<file path="src/rtl/frontend_redirect_arbiter_pkg.sv">
// Shared types for the frontend redirect arbiter: redirect causes, the request
// record, the branch-resolve bundle and the debug-target configuration.
package frontend_redirect_arbiter_pkg;

  localparam int unsigned VLEN = 32;
  typedef logic [VLEN-1:0] vaddr_t;

  // Encoding order equals priority, so a priority compare is a numeric compare.
  typedef enum logic [2:0] {
    CAUSE_NONE    = 3'd0,
    CAUSE_BP      = 3'd1,
    CAUSE_REPLAY  = 3'd2,
    CAUSE_MISPRED = 3'd3,
    CAUSE_ERET    = 3'd4,
    CAUSE_EXC     = 3'd5,
    CAUSE_COMMIT  = 3'd6,
    CAUSE_DEBUG   = 3'd7
  } redir_cause_e;

  // The boot fetch is told apart from an idle output by valid=1; it shares code 0.
  localparam redir_cause_e CAUSE_BOOT = CAUSE_NONE;

  typedef struct packed {
    vaddr_t       addr;
    redir_cause_e cause;
  } redir_req_t;

  typedef struct packed {
    logic   valid;
    logic   is_mispredict;
    vaddr_t target_address;
  } bp_resolve_t;

  typedef struct packed {
    vaddr_t dm_base_address;
    vaddr_t halt_address;
  } cva6_cfg_t;

  localparam cva6_cfg_t CVA6_CFG_EMPTY = '{
    dm_base_address: vaddr_t'(0),
    halt_address:    vaddr_t'(32'h0000_0800)
  };

  function automatic logic is_backend(redir_cause_e cause);
    return cause >= CAUSE_MISPRED;
  endfunction

endpackage

</file>
<file path="src/rtl/frontend_redirect_arbiter_if.sv">
// Redirect handshake from the arbiter (master) into the next-PC generator (slave).
interface frontend_redirect_arbiter_if #(
  parameter int unsigned EPOCH_W = 2
);
  import frontend_redirect_arbiter_pkg::*;

  logic               valid;
  logic               ready;
  vaddr_t             addr;
  redir_cause_e       cause;
  logic               kill_fetch;
  logic [EPOCH_W-1:0] epoch;

  modport master (output valid, addr, cause, kill_fetch, epoch, input ready);
  modport slave  (input valid, addr, cause, kill_fetch, epoch, output ready);
endinterface

</file>
<file path="src/rtl/frontend_redirect_arbiter_prio_sel.sv">
// Combinational fixed-priority pick among all raw redirect requests; returns the
// winner with its target, or CAUSE_NONE when nothing requests.
module redirect_prio_sel
  import frontend_redirect_arbiter_pkg::*;
#(
  parameter vaddr_t DEBUG_ADDR = '0
) (
  input  logic        flush_i,
  input  logic        halt_i,
  input  bp_resolve_t resolved_branch_i,
  input  logic        set_pc_commit_i,
  input  vaddr_t      pc_commit_i,
  input  logic        eret_i,
  input  vaddr_t      epc_i,
  input  logic        ex_valid_i,
  input  vaddr_t      trap_vector_base_i,
  input  logic        set_debug_pc_i,
  input  logic        replay_i,
  input  vaddr_t      replay_addr_i,
  input  logic        bp_valid_i,
  input  vaddr_t      predict_address_i,
  output redir_req_t  win_o
);

  logic mispredict;
  assign mispredict = resolved_branch_i.valid & resolved_branch_i.is_mispredict;

  // NOTE: a default before the if-chain keeps every path assigned, so no latch is inferred.
  always_comb begin
    win_o = '{addr: '0, cause: CAUSE_NONE};
    if (set_debug_pc_i) begin
      win_o = '{addr: DEBUG_ADDR, cause: CAUSE_DEBUG};
    end else if (set_pc_commit_i) begin
      win_o = '{addr: pc_commit_i + (halt_i ? vaddr_t'(0) : vaddr_t'(4)), cause: CAUSE_COMMIT};
    end else if (ex_valid_i) begin
      win_o = '{addr: trap_vector_base_i, cause: CAUSE_EXC};
    end else if (eret_i) begin
      win_o = '{addr: epc_i, cause: CAUSE_ERET};
    end else if (mispredict) begin
      win_o = '{addr: resolved_branch_i.target_address, cause: CAUSE_MISPRED};
    end else if (replay_i && !flush_i) begin
      win_o = '{addr: replay_addr_i, cause: CAUSE_REPLAY};
    end else if (bp_valid_i && !flush_i) begin
      win_o = '{addr: predict_address_i, cause: CAUSE_BP};
    end
  end

endmodule

</file>
<file path="src/rtl/frontend_redirect_arbiter.sv">
// Serialises all frontend PC-redirect sources into one registered, held redirect
// with a valid/ready handshake, boot sequencing and a fetch epoch per transfer.
module frontend_redirect_arbiter
  import frontend_redirect_arbiter_pkg::*;
#(
  parameter cva6_cfg_t   CVA6Cfg = CVA6_CFG_EMPTY,
  parameter int unsigned EPOCH_W = 2
) (
  input  logic        clk_i,
  input  logic        rst_ni,
  input  logic        flush_i,
  input  logic        halt_i,
  input  vaddr_t      boot_addr_i,
  input  bp_resolve_t resolved_branch_i,
  input  logic        set_pc_commit_i,
  input  vaddr_t      pc_commit_i,
  input  logic        eret_i,
  input  vaddr_t      epc_i,
  input  logic        ex_valid_i,
  input  vaddr_t      trap_vector_base_i,
  input  logic        set_debug_pc_i,
  input  logic        replay_i,
  input  vaddr_t      replay_addr_i,
  input  logic        bp_valid_i,
  input  vaddr_t      predict_address_i,
  frontend_redirect_arbiter_if.master redir
);

  localparam logic [1:0] ST_RST  = 2'd0;
  localparam logic [1:0] ST_BOOT = 2'd1;
  localparam logic [1:0] ST_IDLE = 2'd2;
  localparam logic [1:0] ST_PEND = 2'd3;

  localparam vaddr_t DEBUG_ADDR = vaddr_t'(CVA6Cfg.dm_base_address + CVA6Cfg.halt_address);

  logic [1:0]         state_q, state_d;
  logic               valid_q, valid_d;
  vaddr_t             addr_q, addr_d;
  redir_cause_e       cause_q, cause_d;
  logic               kill_q, kill_d;
  logic [EPOCH_W-1:0] epoch_q, epoch_d;
  logic               fire, capture;
  redir_req_t         win;

  redirect_prio_sel #(.DEBUG_ADDR(DEBUG_ADDR)) i_prio_sel (
    .flush_i            (flush_i),
    .halt_i             (halt_i),
    .resolved_branch_i  (resolved_branch_i),
    .set_pc_commit_i    (set_pc_commit_i),
    .pc_commit_i        (pc_commit_i),
    .eret_i             (eret_i),
    .epc_i              (epc_i),
    .ex_valid_i         (ex_valid_i),
    .trap_vector_base_i (trap_vector_base_i),
    .set_debug_pc_i     (set_debug_pc_i),
    .replay_i           (replay_i),
    .replay_addr_i      (replay_addr_i),
    .bp_valid_i         (bp_valid_i),
    .predict_address_i  (predict_address_i),
    .win_o              (win)
  );

  always_comb begin
    state_d = state_q;
    valid_d = valid_q;
    addr_d  = addr_q;
    cause_d = cause_q;
    kill_d  = 1'b0;
    capture = 1'b0;
    fire    = valid_q & redir.ready;
    epoch_d = epoch_q + EPOCH_W'(fire);

    case (state_q)
      ST_RST: begin
        state_d = ST_BOOT;
        valid_d = 1'b1;
        addr_d  = boot_addr_i;
        cause_d = CAUSE_BOOT;
      end
      // Only debug may displace the boot fetch; everything else is dropped.
      ST_BOOT: begin
        if (win.cause == CAUSE_DEBUG) begin
          capture = 1'b1;
        end else if (redir.ready) begin
          state_d = ST_IDLE;
          valid_d = 1'b0;
        end
      end
      ST_IDLE: capture = (win.cause != CAUSE_NONE);
      ST_PEND: begin
        if (redir.ready) begin
          if (win.cause != CAUSE_NONE) begin
            capture = 1'b1;
          end else begin
            state_d = ST_IDLE;
            valid_d = 1'b0;
          end
        end else if (win.cause != CAUSE_NONE && win.cause >= cause_q) begin
          capture = 1'b1;
        end else if (flush_i && !is_backend(cause_q)) begin
          state_d = ST_IDLE;
          valid_d = 1'b0;
        end
      end
      default: state_d = ST_RST;
    endcase

    if (capture) begin
      state_d = ST_PEND;
      valid_d = 1'b1;
      addr_d  = win.addr;
      cause_d = win.cause;
      kill_d  = is_backend(win.cause);
    end
  end

  // NOTE: state uses non-blocking assignments so every flop samples pre-edge values.
  always_ff @(posedge clk_i or negedge rst_ni) begin
    if (!rst_ni) begin
      state_q <= ST_RST;
      valid_q <= 1'b0;
      addr_q  <= '0;
      cause_q <= CAUSE_NONE;
      kill_q  <= 1'b0;
      epoch_q <= '0;
    end else begin
      state_q <= state_d;
      valid_q <= valid_d;
      addr_q  <= addr_d;
      cause_q <= cause_d;
      kill_q  <= kill_d;
      epoch_q <= epoch_d;
    end
  end

  assign redir.valid      = valid_q;
  assign redir.addr       = addr_q;
  assign redir.cause      = cause_q;
  assign redir.kill_fetch = kill_q;
  assign redir.epoch      = epoch_q;

endmodule

</file>
<file path="src/flat_wrapper.sv">
// flat-port wrapper written by rule: the top's interface ports become plain ports
module frontend_redirect_arbiter_flat import frontend_redirect_arbiter_pkg::*;
#(
  parameter cva6_cfg_t   CVA6Cfg = CVA6_CFG_EMPTY,
  parameter int unsigned EPOCH_W = 2
)
  (clk_i, rst_ni, flush_i, halt_i, boot_addr_i, resolved_branch_i, set_pc_commit_i, pc_commit_i, eret_i, epc_i, ex_valid_i, trap_vector_base_i, set_debug_pc_i, replay_i, replay_addr_i, bp_valid_i, predict_address_i, redir_valid, redir_addr, redir_cause, redir_kill_fetch, redir_epoch, redir_ready);
  frontend_redirect_arbiter_if #(.EPOCH_W(EPOCH_W)) redir_i ();
  input  logic clk_i;
  input  logic rst_ni;
  input  logic flush_i;
  input  logic halt_i;
  input  vaddr_t boot_addr_i;
  input  bp_resolve_t resolved_branch_i;
  input  logic set_pc_commit_i;
  input  vaddr_t pc_commit_i;
  input  logic eret_i;
  input  vaddr_t epc_i;
  input  logic ex_valid_i;
  input  vaddr_t trap_vector_base_i;
  input  logic set_debug_pc_i;
  input  logic replay_i;
  input  vaddr_t replay_addr_i;
  input  logic bp_valid_i;
  input  vaddr_t predict_address_i;
  output wire logic [$bits(redir_i.valid)-1:0] redir_valid;
  output wire logic [$bits(redir_i.addr)-1:0] redir_addr;
  output wire logic [$bits(redir_i.cause)-1:0] redir_cause;
  output wire logic [$bits(redir_i.kill_fetch)-1:0] redir_kill_fetch;
  output wire logic [$bits(redir_i.epoch)-1:0] redir_epoch;
  input wire logic [$bits(redir_i.ready)-1:0] redir_ready;
  assign redir_valid = redir_i.valid;
  assign redir_addr = redir_i.addr;
  assign redir_cause = redir_i.cause;
  assign redir_kill_fetch = redir_i.kill_fetch;
  assign redir_epoch = redir_i.epoch;
  assign redir_i.ready = redir_ready;
  frontend_redirect_arbiter #(.CVA6Cfg(CVA6Cfg), .EPOCH_W(EPOCH_W)) u_core (.clk_i(clk_i), .rst_ni(rst_ni), .flush_i(flush_i), .halt_i(halt_i), .boot_addr_i(boot_addr_i), .resolved_branch_i(resolved_branch_i), .set_pc_commit_i(set_pc_commit_i), .pc_commit_i(pc_commit_i), .eret_i(eret_i), .epc_i(epc_i), .ex_valid_i(ex_valid_i), .trap_vector_base_i(trap_vector_base_i), .set_debug_pc_i(set_debug_pc_i), .replay_i(replay_i), .replay_addr_i(replay_addr_i), .bp_valid_i(bp_valid_i), .predict_address_i(predict_address_i), .redir(redir_i));
endmodule
</file>
<file path="config.mk">
export PLATFORM = sky130hd
export DESIGN_NAME = frontend_redirect_arbiter_flat
export DESIGN_NICKNAME = d
export VERILOG_FILES = /design/src/rtl/frontend_redirect_arbiter_pkg.sv /design/src/rtl/frontend_redirect_arbiter_if.sv /design/src/rtl/frontend_redirect_arbiter_prio_sel.sv /design/src/rtl/frontend_redirect_arbiter.sv /design/src/flat_wrapper.sv
export SDC_FILE = /design/constraint.sdc
export NUM_CORES = 1
export LEC_CHECK = 0
export ABC_AREA = 1
export CAP_MARGIN = 20
export CORE_ASPECT_RATIO = 1.25
export CORE_MARGIN = 10
export CORE_UTILIZATION = 36
export DETAILED_ROUTE_END_ITERATION = 16
export PLACE_DENSITY = 0.8
export SYNTH_ARGS = -nofsm -noshare
export SYNTH_HDL_FRONTEND = slang
export SYNTH_SLANG_ARGS = --single-unit
</file>
<file path="constraint.sdc">
create_clock -name clk_i -period 1.7 [get_ports clk_i]
set_input_delay 0.34 -clock clk_i [delete_from_list [all_inputs] [get_ports clk_i]]
set_output_delay 0.34 -clock clk_i [all_outputs]
set_load 0.02 [all_outputs]
</file>
==> results.sh <==
export IMPL_synth_edff_count=0
export IMPL_die_w_um=123
export IMPL_grt_max_degree=41
export IMPL_clkSinkCount=40
export IMPL_drive_above_1_share_pct=19.8
export IMPL_fin_crit_ps=1900
export IMPL_antenna_left=0
export IMPL_grt_overflow=0
export IMPL_grt_pass1_wl_um=41000
export IMPL_syn_num_nets=1151
export IMPL_n_fill_cell=1122
export IMPL_wl_per_cell_um=18.7
export IMPL_path_cells="buf_6 > buf_6 > a21oi_4 > nand2_2 > nand2_2 > nand2_2 > inv_2 > ha_4 > nand3_2 > nand4_1 > nand3_4 > nand2_4 > buf_12 > buf_12 > inv_2 > nand4_1"
export IMPL_netlist_instances=908
export IMPL_core_area_um2=13200
export IMPL_rsz0062_at_grt="yes"
export IMPL_timing_slew_headroom_pct=65.2
export IMPL_antenna_found_initial=1
export IMPL_grt_pass1_vias=7549
export IMPL_synth_cell_types=34
export IMPL_hold_violations=0
export IMPL_ys_seq_area_share_pct=20.9
export IMPL_worstPathArrival_ps=2050
export IMPL_worstPathRequired_ps=1850
export IMPL_clk_pin_slew_ps=60
export IMPL_die_y_um=149
export IMPL_finalSetupViolations=38
export IMPL_drt_iter0_markers=561
export IMPL_synth_ff_type="dfrtp_1"
export IMPL_period_share_pct=112
export IMPL_syn_avg_cell_area_um2=5.28
export IMPL_dp_hpwl_um=21600
export IMPL_syn_to_final_growth_pct=95.4
export IMPL_p_leak_uw=0.00453
export IMPL_dr_pass1_iters=7
export IMPL_ir_drop_mv=0.862
export IMPL_violations="negative setup slack"
export IMPL_setup_ws_ps=-198
export IMPL_drt_total_wl_um=27400
export IMPL_viasPerCell=5.12
export IMPL_rows=47
export IMPL_worst_pin_slew_ps=522
export IMPL_critPathSlowestCell="ha_4"
export IMPL_max_freq_mhz=527
export IMPL_dpl_instance_area_um2=8590
export IMPL_async_flop_share_pct=100
export IMPL_postLayoutCoreUtil_pct=71.1
export IMPL_yosysWarnings=0
export IMPL_slew_viol_final=0
export IMPL_io_pins=276
export IMPL_root_buffer="clkbuf_16"
export IMPL_cts_buffers=5
export IMPL_path_class="in2reg"
export IMPL_start_kind="primary input"
export IMPL_power_density_nw_per_um2=763
export IMPL_ff_latch_area_um2=1000
export IMPL_port_buffers=275
export IMPL_dr_total_vias=7486
export IMPL_crit_fanout=6
export IMPL_h_tree_depth=2
export IMPL_cts_buffer_depth=2
export IMPL_syn_area_um2=4790
export IMPL_final_area_um2=9370
export IMPL_initial_core_util_pct=36.4
export IMPL_status="finished with violations"
export IMPL_maxCapViolCount=0
export IMPL_nets=1532
export IMPL_cp_common_cell="nand2_2"
export IMPL_synth_ff_latch_count=40
export IMPL_max_stage_delay_ps=200
export IMPL_critPathCaptureType="flop"
export IMPL_multi_input_comb_area_um2=3690
export IMPL_grt_total_usage_pct=28.5
export IMPL_die_area_um2=18400
export IMPL_route_detailed_drc=0
export IMPL_gp_congestion=0.982
export IMPL_cts_tree="done"
export IMPL_skew_ps=2.10
export IMPL_clock_latency_ps=280
export IMPL_min_path_type="in2async"
==> final cells by class <==
class	instances	share of cell area [%]
Antenna cell	1	0.0267
Clock buffer	6	1.38
Clock inverter	2	0.374
Inverter	88	3.69
Multi-Input combinational cell	741	39.4
Sequential cell	40	10.7
Tap cell	171	2.28
Timing Repair Buffer	413	42.2
==> metal layers <==
| layer | GRT usage (%) | routed length (um) |
|---|---|---|
| met5 | 0 | 0 |
| met4 | 13.4 | 1380 |
| met3 | 5.08 | 1940 |
| met2 | 50.6 | 13900 |
| met1 | 31.8 | 10200 |
==> registers in the layout, summed over array words and instances, names as in the netlist <==
signal	count
u_core.redir.addr	32
u_core.redir.cause	3
u_core.redir.epoch	2
u_core.redir.kill_fetch	1
u_core.redir.valid	1
u_core.state_q	1
==> cell families (layout without fill, tap and decap cells) <==
group	count (synthesis)	count (layout)	share of synthesized area, %
adders and majority gates	6	6	1.57
AOI/OAI and AO/OA	76	77	9.11
DFF	40	40	20.9
buffers and inverters	128	509	10.9
other	0	1	0
and+or+nand+nor	653	653	56.6
xor gates and xnor gates	5	5	0.914
==> layout by cell type (no fill, tap or decap), types with 5 or more instances in the layout <==
cell,n
nor2_2,14
buf_6,10
buf_2,5
or2_2,5
dlymetal6s2s_1,5
nand3_2,19
nand4_1,33
ha_4,5
dfrtp_1,40
nand3_1,69
nor2_1,94
o21ai_0,25
o211ai_1,5
nand3_4,6
buf_12,7
inv_2,8
a21oi_1,25
nand2_2,19
clkdlybuf4s50_1,259
nand2_1,379
clkbuf_16,5
nand2_4,9
inv_1,77
buf_4,121
==> what timing repair did <==
action	in CTS	in global routing
hold buffers	0	0
pin swaps	26	30
gates cloned	4	0
setup endpoints to repair	39	40
gates resized for setup	89	53
buffers inserted	17	3
==> where the power goes <==
group	total, uW	internal, uW	leakage, uW	switching (uW)
sequential	1500	1270	0.000494	233
combinational	4570	2350	0.00395	2220
clock	1070	690	0.0000808	377
==> final timing paths <==
path / startpoint / to / slack, ps / cells after the start
min: rst_ni / u_core.redir.addr[30]$_DFFE_PN0P_ / 110 / 2
max reg2reg: u_core.redir.cause[2]$_DFFE_PN0P_ / u_core.redir.valid$_DFFE_PN0P_ / -160 / 10
min in group clk_i: u_core.redir.epoch[1]$_DFF_PN0_ / u_core.redir.epoch[1]$_DFF_PN0_ / 480 / 1
max: ex_valid_i / u_core.redir.valid$_DFFE_PN0P_ / -200 / 16
max in group asynchronous: rst_ni / u_core.redir.addr[19]$_DFFE_PN0P_ / 1230 / 2
min reg2reg: u_core.redir.epoch[1]$_DFF_PN0_ / u_core.redir.epoch[1]$_DFF_PN0_ / 480 / 1
==> cells in the mapped netlist, types with 2 or more instances <==
cell	count	area [um^2]
xor2_1	3	26.3
o21ai_0	27	135
nand4_1	33	206
dfrtp_1	40	1000
o21ai_1	3	15.0
o22ai_1	4	25.0
o221a_2	3	33.8
nand2_1	406	1520
nor2_1	108	405
inv_1	83	312
ha_1	6	75.1
buf_4	2	15.0
inv_2	4	15.0
o21bai_1	2	15.0
buf_6	3	33.8
a21oi_1	29	145
or2_2	5	31.3
o211ai_1	5	37.5
nor2_2	2	12.5
nor2_4	2	22.5
buf_2	10	50.1
xnor2_1	2	17.5
nand3_1	92	460
clkbuf_1	24	90.1
==> per-stage QoR <==
step / hold slack (ps) / power, uW / setup TNS, ps / instances / worst slack [ps]
CTS: 123 / 6850 / -4740 / 1459 / -182
global placement: 422 / 5010 / -27830 / 1431 / -791
global route: 149 / 7470 / -8940 / 1462 / -267
finish: 106 / 7150 / -5660 / 1462 / -198
floorplan: 44.4 / 3130 / -5480 / 908 / -170
detailed placement: 421 / 5060 / -29460 / 1431 / -819
==> worst max-delay path, delay by kind of cell <==
kind,cells,cell delay [ps]
simple gates,8,770
fa+ha+maj,1,200
compound gates,1,110
buf+inv,6,630
No activity file was read; power rests on OpenSTA's default activity.
